**config.mk**
```make
export PLATFORM = sky130hd
export DESIGN_NAME = stream_fifo_flat
export DESIGN_NICKNAME = d
export VERILOG_FILES = /design/src/rtl/stream_fifo_pkg.sv /design/src/rtl/stream_fifo_if.sv /design/src/rtl/stream_fifo_mem.sv /design/src/rtl/stream_fifo.sv /design/src/flat_wrapper.sv
export SDC_FILE = /design/constraint.sdc
export NUM_CORES = 1
export LEC_CHECK = 0
export ABC_AREA = 1
export BUFFER_PORTS_ARGS = -buffer_cell sky130_fd_sc_hd__buf_2
export CORE_UTILIZATION = 40
export DETAILED_ROUTE_END_ITERATION = 8
export PLACE_DENSITY = 0.62
export SETUP_SLACK_MARGIN = 0.3
export SLEW_MARGIN = 20
export SYNTH_ARGS = -nofsm -noshare
export SYNTH_HDL_FRONTEND = slang
export SYNTH_SLANG_ARGS = --single-unit
```
**constraint.sdc**
```tcl
create_clock -name clk -period 2.2 [get_ports clk]
set_clock_uncertainty 0.05 [all_clocks]
set_input_delay 0.33 -clock clk [delete_from_list [all_inputs] [get_ports clk]]
set_output_delay 0.33 -clock clk [all_outputs]
set_load 0.005 [all_outputs]
```
**src/rtl/stream_fifo_pkg.sv**
```systemverilog
// Shared types, defaults and parameter-legality helpers for the stream FIFO.
package stream_fifo_pkg;

    localparam int unsigned DEFAULT_WIDTH       = 8;
    localparam int unsigned DEFAULT_DEPTH       = 4;
    localparam int unsigned DEFAULT_AFULL_LEVEL = 3;

    // Pointer width: one extra MSB over the address so full and empty differ.
    function automatic int unsigned ptr_width(input int unsigned depth);
        return int'($clog2(depth)) + 1;
    endfunction

    // Depth must be a power of two and at least 2.
    function automatic bit depth_ok(input int unsigned depth);
        return (depth >= 2) && ((depth & (depth - 1)) == 0);
    endfunction

    // Almost-full threshold must lie in 1..depth.
    function automatic bit afull_ok(input int unsigned level, input int unsigned depth);
        return (level >= 1) && (level <= depth);
    endfunction

endpackage

```
**src/rtl/stream_fifo_if.sv**
```systemverilog
// Producer/consumer handshake bundle around the FIFO.
interface stream_fifo_if
    import stream_fifo_pkg::*;
#(
    parameter int unsigned WIDTH = DEFAULT_WIDTH,
    parameter int unsigned DEPTH = DEFAULT_DEPTH
);
    localparam int unsigned CW = $clog2(DEPTH + 1);

    logic             i_valid;
    logic             i_ready;
    logic [WIDTH-1:0] i_data;
    logic             o_valid;
    logic             o_ready;
    logic [WIDTH-1:0] o_data;
    logic [CW-1:0]    count;
    logic             empty;
    logic             full;
    logic             almost_full;

    // FIFO side.
    modport slave (
        input  i_valid, i_data, o_ready,
        output i_ready, o_valid, o_data, count, empty, full, almost_full
    );

    // Producer/consumer side.
    modport master (
        output i_valid, i_data, o_ready,
        input  i_ready, o_valid, o_data, count, empty, full, almost_full
    );
endinterface

```
**src/rtl/stream_fifo_mem.sv**
```systemverilog
// DEPTH x WIDTH register array: synchronous write, asynchronous read, no reset.
module stream_fifo_mem
    import stream_fifo_pkg::*;
#(
    parameter int unsigned WIDTH = DEFAULT_WIDTH,
    parameter int unsigned DEPTH = DEFAULT_DEPTH
) (
    input  logic                       clk,
    input  logic                       we,
    input  logic [$clog2(DEPTH)-1:0]   waddr,
    input  logic [WIDTH-1:0]           wdata,
    input  logic [$clog2(DEPTH)-1:0]   raddr,
    output logic [WIDTH-1:0]           rdata
);
    logic [WIDTH-1:0] mem [DEPTH];

    // Write port.
    always_ff @(posedge clk) begin
        if (we) begin
            mem[waddr] <= wdata;
        end
    end

    // Read port, combinational from storage.
    assign rdata = mem[raddr];

endmodule

```
**src/rtl/stream_fifo.sv**
```systemverilog
// First-word-fall-through valid/ready FIFO with occupancy count and flags.
module stream_fifo
    import stream_fifo_pkg::*;
#(
    parameter int unsigned WIDTH       = DEFAULT_WIDTH,
    parameter int unsigned DEPTH       = DEFAULT_DEPTH,
    parameter int unsigned AFULL_LEVEL = DEFAULT_AFULL_LEVEL
) (
    input  logic           clk,
    input  logic           rst_n,
    stream_fifo_if.slave   bus
);
    localparam int unsigned AW = $clog2(DEPTH);
    localparam int unsigned PW = ptr_width(DEPTH);
    localparam int unsigned CW = $clog2(DEPTH + 1);

    // Elaboration-time parameter legality.
    if (WIDTH < 1) begin : g_bad_width
        $error("stream_fifo: WIDTH must be >= 1");
    end
    if (!depth_ok(DEPTH)) begin : g_bad_depth
        $error("stream_fifo: DEPTH must be a power of two >= 2");
    end
    if (!afull_ok(AFULL_LEVEL, DEPTH)) begin : g_bad_afull
        $error("stream_fifo: AFULL_LEVEL must be in 1..DEPTH");
    end

    logic [PW-1:0]    wptr;
    logic [PW-1:0]    rptr;
    logic [CW-1:0]    count;
    logic             full;
    logic             empty;
    logic             push;
    logic             pop;
    logic [WIDTH-1:0] rdata;

    // Occupancy and flags decoded purely from registered pointers.
    assign count = CW'(wptr - rptr);
    assign empty = (count == '0);
    assign full  = (count == CW'(DEPTH));

    // Handshakes; ready/valid never depend on the opposite-side inputs.
    assign push = bus.i_valid & ~full;
    assign pop  = bus.o_ready & ~empty;

    // Pointer update; reset discards contents and ignores same-cycle handshakes.
    always_ff @(posedge clk) begin
        if (!rst_n) begin
            wptr <= '0;
            rptr <= '0;
        end else begin
            if (push) begin
                wptr <= wptr + PW'(1);
            end
            if (pop) begin
                rptr <= rptr + PW'(1);
            end
        end
    end

    stream_fifo_mem #(
        .WIDTH (WIDTH),
        .DEPTH (DEPTH)
    ) u_mem (
        .clk   (clk),
        .we    (push & rst_n),
        .waddr (wptr[AW-1:0]),
        .wdata (bus.i_data),
        .raddr (rptr[AW-1:0]),
        .rdata (rdata)
    );

    // Bus outputs.
    assign bus.i_ready     = ~full;
    assign bus.o_valid     = ~empty;
    assign bus.o_data      = rdata;
    assign bus.count       = count;
    assign bus.empty       = empty;
    assign bus.full        = full;
    assign bus.almost_full = (count >= CW'(AFULL_LEVEL));

endmodule

```
**src/flat_wrapper.sv**
```systemverilog
// flat-port wrapper written by rule: the top's interface ports become plain ports
module stream_fifo_flat import stream_fifo_pkg::*;
#(
    parameter int unsigned WIDTH       = DEFAULT_WIDTH,
    parameter int unsigned DEPTH       = DEFAULT_DEPTH,
    parameter int unsigned AFULL_LEVEL = DEFAULT_AFULL_LEVEL
)
  (clk, rst_n, bus_i_valid, bus_i_data, bus_o_ready, bus_i_ready, bus_o_valid, bus_o_data, bus_count, bus_empty, bus_full, bus_almost_full);
  stream_fifo_if #(.WIDTH(WIDTH), .DEPTH(DEPTH)) bus_i ();
  input  logic clk;
  input  logic rst_n;
  input wire logic [$bits(bus_i.i_valid)-1:0] bus_i_valid;
  input wire logic [$bits(bus_i.i_data)-1:0] bus_i_data;
  input wire logic [$bits(bus_i.o_ready)-1:0] bus_o_ready;
  output wire logic [$bits(bus_i.i_ready)-1:0] bus_i_ready;
  output wire logic [$bits(bus_i.o_valid)-1:0] bus_o_valid;
  output wire logic [$bits(bus_i.o_data)-1:0] bus_o_data;
  output wire logic [$bits(bus_i.count)-1:0] bus_count;
  output wire logic [$bits(bus_i.empty)-1:0] bus_empty;
  output wire logic [$bits(bus_i.full)-1:0] bus_full;
  output wire logic [$bits(bus_i.almost_full)-1:0] bus_almost_full;
  assign bus_i.i_valid = bus_i_valid;
  assign bus_i.i_data = bus_i_data;
  assign bus_i.o_ready = bus_o_ready;
  assign bus_i_ready = bus_i.i_ready;
  assign bus_o_valid = bus_i.o_valid;
  assign bus_o_data = bus_i.o_data;
  assign bus_count = bus_i.count;
  assign bus_empty = bus_i.empty;
  assign bus_full = bus_i.full;
  assign bus_almost_full = bus_i.almost_full;
  stream_fifo #(.WIDTH(WIDTH), .DEPTH(DEPTH), .AFULL_LEVEL(AFULL_LEVEL)) u_core (.clk(clk), .rst_n(rst_n), .bus(bus_i));
endmodule
```
==> impl_metrics.yaml <==
synthesis:
  netlist_area_sq_mm: 0.00171
  synth_cell_type_count: 16
  syn_inst: 156
  synth_area_per_cell_sq_um: 11.0
  yosys-top-cells-area: "edfxtp_1 56%, dfxtp_1 9.3%, nor2_1 5.9%"
  yosysWarningCount: 0
  synth_nets: 175
  synth_largest_area_cell: "edfxtp_1"
  yosys.area.top_type_share_pct: 56.1
  yosys_register_bits: 40
  seq_area_frac_synth_pct: 65.4
power:
  vdd_drop_max_uv: 558
  power_mw: 3.27
  p_per_area_mw_per_mm2: 1430
  p_leak_nw: 0.915
die:
  num_rows: 23
  coreArea_sq_mm: 0.00406
  die-area_sq_mm: 0.00455
  die_w_microns: 67.4
  initial_core_util_pct: 42.2
  die_h_microns: 67.4
  num_io_pins: 28
critical_path:
  cpPeakStageDelay_ns: 0.55
  crit_fanout: 4
  critPathLaunch: "u_core.wptr[0]$_SDFFE_PN0P_"
  worst_ep_required_time_ns: 1.82
  crit_path_end_kind: "output pin"
  crit_path_start_kind: "flop"
  slowest_stage: "fa_2"
  crit_top_cell: "inv_4"
  rr_startpoint: "u_core.wptr[0]$_SDFFE_PN0P_"
  critPathKind: "reg -> out"
  crit_chain: "inv_4 -> ha_4 -> fa_2 -> nand2_2 -> inv_4 -> nand3_4 -> inv_2 -> buf_6"
  worstPathArrival_ns: 1.80
clock_tree:
  clock_latency_ns: 0.29
  clk_pin_slew_worst_paths_ns: 0.08
  cts_hold_buffers: 0
  cts.sinks: 40
  cts_buffers: 5
  cts_root_buffer: "clkbuf_8"
  cts_tree: "yes"
  h-tree-depth: 2
  clk_path_buf_depth: 2
place:
  globalplace.congestion: 0.723
  dp_hpwl_microns: 2350
  port_buffers: 27
  place_inst: 233
  pre_cts_ws_ns: -0.00404
sta:
  finalCritPeriodShare_pct: 98.9
  final_max_slew_viol_count: 0
  relSlewSlack_pct: 71.0
  period_needed_ns: 2.18
  setup_ws_ns: 0.0232
  hold_viol: 0
  tightest_slew_ns: 0.435
  fin_hold_ws_ns: 0.204
  rsz0062_at_grt: "true"
  setup_viol: 0
  clock.fmax_mhz: 459
cells_and_area:
  area_growth_pct: 33.2
  stdcell_count: 252
  layout-drive-gt1-share_pct: 39.1
  multi_input_area_sq_um: 627
  nFillCells: 343
  seqCellArea_sq_mm: 0.00113
  final_common_cell: "edfxtp_1"
  final_nets: 220
  n_antenna_cell: 0
  final_cell_mix: "32 x edfxtp_1, 23 x buf_2, 22 x nor2_1"
run_status:
  status: "complete, no violations"
global_routing:
  grt_pass1_wl_microns: 5800
  gr-total-overflow: 0
  grt_start_max_net_pins: 17
  antenna_found_initial: 0
  grt_usage_pct: 18.2
  grt_pass1_vias: 1269
detailed_routing:
  wl_per_cell_microns: 14.5
  drt-pass1-iter-count: 4
  drt.antenna.violating_nets: 0
  drt_iter0_markers: 90
  drc: 0
  num_vias: 1255
  routed_wl_microns: 3670
  viasPerCell: 4.98
min_path:
  min_from: "bus_i_data[0]"
  hold_path.class: "in -> reg"
job:
  cap_violations: 0
-- final cells by class --
cell class	instances	area share, %
sequential	40	49.4
multi-input combinational	94	27.5
timing repair buffer	40	12.8
clock buffer	6	3.62
inverter	20	3.51
tap	50	2.74
clock inverter	2	0.439
-- logic make-up after synthesis --
| logic type | synth area share, % |
|---|---|
| flip-flops | 65.4 |
| buffers and inverters | 4.97 |
| AND/OR/NAND/NOR | 14.2 |
| adder cells (fa/ha/maj) | 5.55 |
| AO/OA/AOI/OAI | 9.79 |
-- worst paths after layout --
| kind | cells past startpoint | slack, ns | to |
|---|---|---|---|
| hold / removal | 1 | 0.20 | u_core.u_mem.mem[2][0]$_DFFE_PP_ |
| setup / recovery | 8 | 0.02 | bus_full |
| setup reg to reg | 10 | 0.07 | u_core.u_mem.mem[1][1]$_DFFE_PP_ |
| hold reg to reg | 2 | 0.49 | u_core.wptr[1]$_SDFFE_PN0P_ |
-- cell usage after synthesis --
master	instances
o211ai_1	1
o21ai_0	16
nand3_4	1
nand3_2	1
nand3_1	9
nand2_1	17
nand2_2	1
nor2_1	27
ha_1	6
dfxtp_1	8
edfxtp_1	32
buf_2	2
a21oi_1	6
fa_1	1
o22ai_1	8
inv_1	20
-- registers in the layout, summed over array words and instances, names as in the netlist, named ones only --
signal	flops
u_core.u_mem.mem	32
u_core.rptr	3
u_core.wptr	3
-- stage by stage --
stage	setup TNS (ns)	utilization (%)	instance area, sq um
after floorplan	0	-	1780
after detailed placement	-0.0294	49.0	1990
after CTS	-0.0220	54.1	2190
final	0	56.2	2280
after global placement	0	49.0	1990
after global routing	-0.427	56.2	2280
-- worst max-delay path: cells and delay by family, from the launching register on --
kind,cells,cell delay [ns]
fa+ha+maj,2,0.70
buf+inv,4,0.27
flops,1,0.37
simple gates,2,0.18
-- report_power, final --
group	total (mW)	internal, mW	switching (mW)
Combinational	1.76	0.856	0.907
Clock	0.496	0.250	0.246
Sequential	1.01	0.930	0.0853
-- routing by layer --
| layer | GRT usage, % | part of all wire, % | up-vias | wire (microns) |
|---|---|---|---|---|
| li1 | - | - | 628 | - |
| met1 | 21.3 | 42 | 603 | 1550 |
| met2 | 31.5 | 53 | 17 | 1940 |
| met3 | 3.55 | 2.8 | 7 | 102 |
| met4 | 9.57 | 1.9 | 0 | 70 |
| met5 | 0 | 0 | - | 0 |
-- repair_timing --
item / 4_1_cts / 5_1_grt
endpoints found under the setup margin: 44 / 48
pin swaps: 7 / 7
gates resized for setup: 16 / 15
setup buffers: 8 / 3
No activity file was read; power rests on OpenSTA's default activity.
